==> config.mk <==
export PLATFORM = sky130hd
export DESIGN_NAME = apb_initiator
export DESIGN_NICKNAME = d
export VERILOG_FILES = /design/src/rtl/apb_initiator.sv
export SDC_FILE = /design/constraint.sdc
export NUM_CORES = 1
export LEC_CHECK = 0
export CAP_MARGIN = 20
export CORE_MARGIN = 1
export CORE_UTILIZATION = 45
export CTS_CLUSTER_SIZE = 20
export DETAILED_ROUTE_END_ITERATION = 8
export MAX_ROUTING_LAYER = met4
export PLACE_DENSITY = 0.82
export SYNTH_ARGS = -nofsm -noshare
export SYNTH_HDL_FRONTEND = slang
export SYNTH_SLANG_ARGS = --single-unit
==> constraint.sdc <==
create_clock -name ini_clk -period 2.3 [get_ports ini_clk]
set_input_delay 0.345 -clock ini_clk [delete_from_list [all_inputs] [get_ports ini_clk]]
set_output_delay 0.345 -clock ini_clk [all_outputs]
set_load 0.05 [all_outputs]
==> src/rtl/apb_initiator.sv <==
// apb_initiator: single-command APB initiator with per-access wait timeout and one-cycle completion pulse
module apb_initiator #(
    parameter logic [7:0] TIMEOUT_CYCLES = 8'd255
) (
    input  logic       ini_clk,
    input  logic       ini_reset,
    input  logic       ini_cmd_valid,
    output logic       ini_cmd_ready,
    input  logic       ini_cmd_write,
    input  logic [7:0] ini_cmd_addr,
    input  logic [7:0] ini_cmd_wdata,
    output logic       ini_rsp_valid,
    output logic [7:0] ini_rsp_rdata,
    output logic       ini_rsp_timeout,
    output logic       ini_psel,
    output logic       ini_penable,
    output logic       ini_pwrite,
    output logic [7:0] ini_paddr,
    output logic [7:0] ini_pwdata,
    input  logic [7:0] ini_prdata,
    input  logic       ini_pready
);
    typedef enum logic [1:0] {IDLE, SETUP, ACCESS, DONE} state_t;
    state_t     state, state_nxt;
    logic [7:0] wait_cnt;
    logic       to_hit;
    logic       finish;
    assign to_hit = (TIMEOUT_CYCLES != 8'd0) && ({1'b0, wait_cnt} + 9'd1 == {1'b0, TIMEOUT_CYCLES});
    assign finish = (state == ACCESS) && (ini_pready || to_hit);
    // state register; reset wins over everything, aborting any transfer in flight
    always_ff @(posedge ini_clk) begin
        state <= ini_reset ? IDLE : state_nxt;
    end
    // next-state and bus/handshake strobes decoded from the current phase
    always_comb begin
        state_nxt     = state;
        ini_cmd_ready = 1'b0;
        ini_psel      = 1'b0;
        ini_penable   = 1'b0;
        ini_rsp_valid = 1'b0;
        case (state)
            IDLE: begin
                ini_cmd_ready = !ini_reset;
                state_nxt     = ini_cmd_valid ? SETUP : IDLE;
            end
            SETUP: begin
                ini_psel  = 1'b1;
                state_nxt = ACCESS;
            end
            ACCESS: begin
                ini_psel    = 1'b1;
                ini_penable = 1'b1;
                state_nxt   = finish ? DONE : ACCESS;
            end
            DONE: begin
                ini_rsp_valid = 1'b1;
                state_nxt     = IDLE;
            end
            default: state_nxt = IDLE;
        endcase
    end
    // command capture, wait counting and response capture; bus fields hold between transfers
    always_ff @(posedge ini_clk) begin
        if (ini_reset) begin
            ini_pwrite      <= 1'b0;
            ini_paddr       <= 8'h00;
            ini_pwdata      <= 8'h00;
            ini_rsp_rdata   <= 8'h00;
            ini_rsp_timeout <= 1'b0;
            wait_cnt        <= 8'h00;
        end else begin
            if (state == IDLE && ini_cmd_valid) begin
                ini_pwrite <= ini_cmd_write;
                ini_paddr  <= ini_cmd_addr;
                ini_pwdata <= ini_cmd_wdata;
            end
            if (state == SETUP)
                wait_cnt <= 8'h00;
            else if (state == ACCESS && !ini_pready)
                wait_cnt <= wait_cnt + 8'd1;
            if (finish) begin
                ini_rsp_rdata   <= (ini_pready && !ini_pwrite) ? ini_prdata : 8'h00;
                ini_rsp_timeout <= !ini_pready;
            end
        end
    end
endmodule
* After elaboration in Yosys (flattened, before gate mapping)
Cells that the tools add are included.
Storage, ports and cells: input port bits 29, register bits after elaboration 36
Cells by class: eq/ne operators 4, add/subtract/negate cells 2, multiplexer cells 8, reductions and logical operators 11
Operator list (number):
- $add 8x1->9 const B | 1
- $eq 9x8->1 const B | 1
- $add 8x1->8 const B | 1
- $mux 8 | 1
- $pmux 2 s4 | 1
- $mux 1 | 6
- $eq 2x2->1 const B | 2
- $logic_and 1x1->1 | 4
- $reduce_or 2->1 | 2
- $logic_not 1->1 | 3
- $eq 2x1->1 const B | 1
- $logic_not 2->1 | 1
- $logic_or 1x1->1 | 1

* Logic depth before layout (Yosys ltp)
depth after elaboration 6, depth in mapped cells 7, gate-level depth less buffers 6

* Worst setup path after synthesis
OpenSTA, ideal clock, no wires.
kind register -> register, from register state[0], to register ini_rsp_rdata[0], path buffers 1, setup time 0.122 ns, data required time 2.178 ns, arrival 1.709 ns, setup slack 0.470 ns, stages on the path, launching flop included 6, path through dfxtp_1 inv_1 ha_1 nor4bb_1 clkdlybuf4s25_2 a221o_1
On the way: cells in the longest elaborated chain, start to end 2
RTL lines:
- from (decl) | RTL line 24 | state_t state, state_nxt;
- from (signal assigned) | RTL line 32 | state <= ini_reset ? IDLE : state_nxt;
- $eq 2x2->1 | RTL line 29 | assign finish = (state == ACCESS) && (ini_pready || to_hit);
- $logic_and 1x1->1 | RTL line 29
- to (signal assigned) | RTL line 82 | ini_rsp_rdata <= (ini_pready && !ini_pwrite) ? ini_prdata : 8'h00;
- to (decl) | RTL line 13 | output logic [7:0] ini_rsp_rdata,
Every way passes these cells. A chain may end at the register's enable or synchronous reset.

* Worst setup path in the final report
from register state[0], to output port ini_rsp_valid
On the way: cells in the longest elaborated chain, start to end 2
RTL lines:
- $eq 2x2->1 | RTL line 41 | case (state)
- $mux 1 | RTL line 41
- to (decl) | RTL line 12 | output logic ini_rsp_valid,
Every way passes these cells.

==> impl.org <==
** CTS
- Counting along the longest clock path gives a buffer depth of 2.
- Register clock-pin slew on the reported worst setup and hold paths :: 0.10 ns
- Number of H-tree branching levels :: 2
- TritonCTS built the clock tree.
- In this run the clock root is driven by a sky130_fd_sc_hd__clkbuf_4.
- Skew-Pair Late Insertion Delay :: 0.33 ns
- Clock tree synthesis inserted a total of 5 buffers.
- Post-CTS timing repair inserted 0 buffers for setup.
- CTS sink cnt :: 36

** Placed design
- Detailed placement ended at an HPWL of 2.64 mm.
- Area after detailed placement :: 2150 sq um
- Post-placement cell count :: 263
- At the end of routability-driven placement, the weighted congestion stood at 0.744.
- Number of buffers inserted by port buffering :: 58

** Power
- VDD sags by at most 374 uV.
- Power density over the cells :: 651 nW/um^2
- Summed over all cells, the static leakage comes to 0.844 nW.

** Setup path
- Start of the worst register-to-register path :: state[0]
- Counting both buffers and inverters, the worst setup path holds a total of 1.
- Required time at the worst-slack endpoint :: 1.96 ns
- Startpoint kind of the worst setup timing path :: flip-flop
- CP Capture Type :: output port
- The endpoint identified for the worst register-to-register timing path is wait_cnt[7].
- The setup path with the least slack is of type reg -> out.
- Cell at the slowest stage of the critical path :: sky130_fd_sc_hd__clkdlybuf4s50_1
- Flop2flop setup slack :: 0.46 ns
- Critical-path cell list :: ha_1 > clkdlybuf4s50_1
- Crit path max-delay family :: buffers and inverters
- Delay of the slowest critical-path stage :: 0.81 ns
- R2R cell count :: 7
- Data arrival, critical path :: 1.72 ns
- Along the worst path, the maximum fanout reaches 3.

** Worst hold path
- Counting instances, the worst hold path has a depth of 2.
- Startpoint of the worst hold path :: ini_pwdata[1]
- For hold timing, the worst endpoint is ini_pwdata[1].
- In this run the worst hold path is classified as reg -> reg.

** Synth
- Synth unique cells :: 32
- Synth async-reset ratio :: 0%
- Share of the synthesized area in the top cell type :: 46.9%
- Number of synthesized flops with an enable pin :: 0
- Post-synth net total :: 204
- Each instance of the synthesized netlist takes up on average 9.15 sq um.
- Top FF cell, synth :: sky130_fd_sc_hd__dfxtp_1
- Of the synthesized area, sequential elements account for 46.9%.
- The commonest cells after synthesis are 41 x sky130_fd_sc_hd__nand2_1, 36 x sky130_fd_sc_hd__dfxtp_1, 19 x sky130_fd_sc_hd__a21oi_1, 9 x sky130_fd_sc_hd__nor2_1.
- In the post-synthesis netlist, the biggest area contributors are sky130_fd_sc_hd__dfxtp_1 47%, sky130_fd_sc_hd__nand2_1 10%, sky130_fd_sc_hd__a21oi_1 6.2%.
- Instance count of the mapped netlist :: 168
- Most area-hungry cell type in the Yosys netlist :: sky130_fd_sc_hd__dfxtp_1
- Most frequently used cell type in the post-synthesis netlist :: sky130_fd_sc_hd__nand2_1
- Yosys printed 0 warnings.
- Cell area after synthesis :: 1540 sq um
- Synth Register Bits :: 36

** GRT
- GRT met1 Usage :: 24.1%
- Met3 demand-to-capacity share in global routing :: 4.90%
- The initial antenna violation count was 0.
- Entering global routing, the biggest net connects 33 pins.
- Global routing used 22.2% of the available tracks across all layers.
- The first global-routing pass estimated 5.89 mm of wire.
- Remaining global-route overflow :: 0
- Number of global-route vias before repair :: 1,382
- Met2 Usage GRT :: 39.1%
- The layer flagged by global routing as most heavily used is met2.

** Finish
- Antenna Cells :: 0
- The multi-input combinational cells in the finished layout cover a total of 748 sq um.
- Cells with a size suffix above 1 make up 7.46% of the layout.
- Combined flip-flop and latch cell area :: 721 sq um
- For this run, the number of standard cells in the final layout without fillers is 272.
- Final design instance area without fill :: 2210 sq um
- Relative to the synthesized area, the layout overhead comes to 43.9%.
- After the last flow step, the layout net total stands at 263.
- Fillers :: 265
- For this run, the share of the core covered by cells in the final layout is 70.2%.

** Detailed routing
- In the routed layout, each cell is associated on average with a via count of 5.16.
- In this run, the number of DRC markers left after iteration 0 of detailed routing was 61.
- In the final routed layout, each cell accounts on average for 13.1 um.
- For this block, the routed nets add up to 3.57 mm of wire.
- Drt drc :: 0
- Before antenna repair, the detailed router went through 4 iterations.
- For this block, the via count after detailed routing is 1,404.
- The count of nets left with antenna violations once routing finished came out at 0.

** Die
- Row Count :: 20
- Floorplan Core Area :: 3150 sq um
- Horizontal die dimension :: 60.5 um
- The initial utilization of the core area, before any placement, comes to 48.8%.
- Vertical extent of the die :: 60.5 um
- Area enclosed by the die boundary :: 3650 sq um
- 59 I/O pins were placed.

** Timing
- Worst hold slack :: 0.461 ns
- In this run the tightest slew margin relative to its limit is 60.1%.
- Fin. max-slew vios :: 0
- Final sum of negative setup slack :: 0 ns
- Final worst-path cycle share :: 90.0%
- Static timing analysis puts the maximum clock frequency at 483 MHz.
- The number of hold-slack violations in the final timing report is 0.
- Setup violations remaining at the end of the flow were counted as 0.
- Setup repair after global routing left no endpoint under its margin.
- For the pin with the worst max-slew slack, the measured transition is 0.598 ns.
- Clock skew after layout :: 0.00443 ns
- Clock period minus final worst setup slack :: 2.07 ns

** Flow run
- Number of violations of the max-capacitance limit :: 0

** Status
- The flow ran to the end, and the final reports show no timing, DRC or antenna violations.
-- cells in the final DEF (no fill, tap or decap), types with 2 or more instances in the layout --
| cell type | synthesis | final |
|---|---|---|
| sky130_fd_sc_hd__clkdlybuf4s50_1 | 0 | 55 |
| sky130_fd_sc_hd__nand2_1 | 41 | 41 |
| sky130_fd_sc_hd__dfxtp_1 | 36 | 36 |
| sky130_fd_sc_hd__a21oi_1 | 19 | 19 |
| sky130_fd_sc_hd__nor2_1 | 9 | 9 |
| sky130_fd_sc_hd__nor3b_1 | 8 | 8 |
| sky130_fd_sc_hd__a221o_1 | 8 | 8 |
| sky130_fd_sc_hd__ha_1 | 7 | 7 |
| sky130_fd_sc_hd__xor2_1 | 5 | 5 |
| sky130_fd_sc_hd__clkbuf_4 | 0 | 5 |
| sky130_fd_sc_hd__buf_4 | 0 | 4 |
| sky130_fd_sc_hd__inv_1 | 3 | 3 |
| sky130_fd_sc_hd__nor2b_1 | 3 | 3 |
| sky130_fd_sc_hd__nand4_1 | 2 | 2 |
| sky130_fd_sc_hd__xnor2_1 | 2 | 2 |
| sky130_fd_sc_hd__clkbuf_1 | 6 | 2 |
-- cell families after synthesis --
logic type / after synthesis / synth area share [%]
compound gates: 32 / 14.5
xor+xnor: 8 / 5.78
buf+inv: 13 / 4.47
flops: 36 / 46.9
simple gates: 72 / 22.7
fa+ha+maj: 7 / 5.70
-- state kept, by name (all words and copies together), names as in the netlist --
signal and count:
ini_paddr 8, ini_pwdata 8, ini_rsp_rdata 8, wait_cnt 8, state 2, ini_pwrite 1, ini_rsp_timeout 1
-- routing by layer --
| metal | wire length (um) | part of all wire [%] | up-vias |
|---|---|---|---|
| met4 | 42 | 1.2 | 0 |
| met2 | 1830 | 51 | 44 |
| met1 | 1530 | 43 | 665 |
| li1 | - | - | 689 |
| met5 | 0 | 0 | - |
| met3 | 168 | 4.7 | 6 |
-- worst register-to-register path, delay by kind of cell (launching register included) --
family | cells | cell delay [ns]
xor+xnor | 1 | 0.17
simple gates | 3 | 0.74
buf+inv | 2 | 0.31
fa+ha+maj | 1 | 0.18
flops | 1 | 0.35
-- final cells by class --
type	count	area share, %
clock buffer	8	2.66
inverter	3	0.509
multi-input combinational	119	33.8
sequential	36	32.6
tap	44	2.49
timing repair buffer	62	27.9
-- power by group --
| part | internal (W) | total, W | leakage, nW | switching (W) |
|---|---|---|---|---|
| Combinational | 0.000158 | 0.000405 | 0.518 | 0.000247 |
| Clock | 0.000151 | 0.000349 | 0.0326 | 0.000198 |
| Sequential | 0.000661 | 0.000686 | 0.293 | 0.0000243 |
-- worst max path at each step --
stage                   start                to  slack, ns  depth (start not counted)
floorplan            state[0]  ini_rsp_rdata[0]       0.47                          5
global placement    ini_reset  ini_rsp_rdata[1]       0.25                          3
detailed placement  ini_reset  ini_rsp_rdata[7]       0.14                          3
CTS                  state[0]          ini_psel      0.007                          3
global route         state[0]     ini_rsp_valid       0.16                          2
finish               state[0]     ini_rsp_valid       0.23                          2
-- through the flow --
stage               power, W  setup slack (ns)
global placement     0.00109             0.245
floorplan           0.000949             0.470
finish               0.00144             0.231
detailed placement   0.00111             0.145
CTS                  0.00145           0.00666
global route         0.00151             0.162
-- what timing repair did --
item                       CTS  global route
hold buffers                 0             0
gates resized for setup      0             1
hold endpoints to repair     0             0
setup endpoints to repair    0             1
Power figures use the tool's default switching activity.
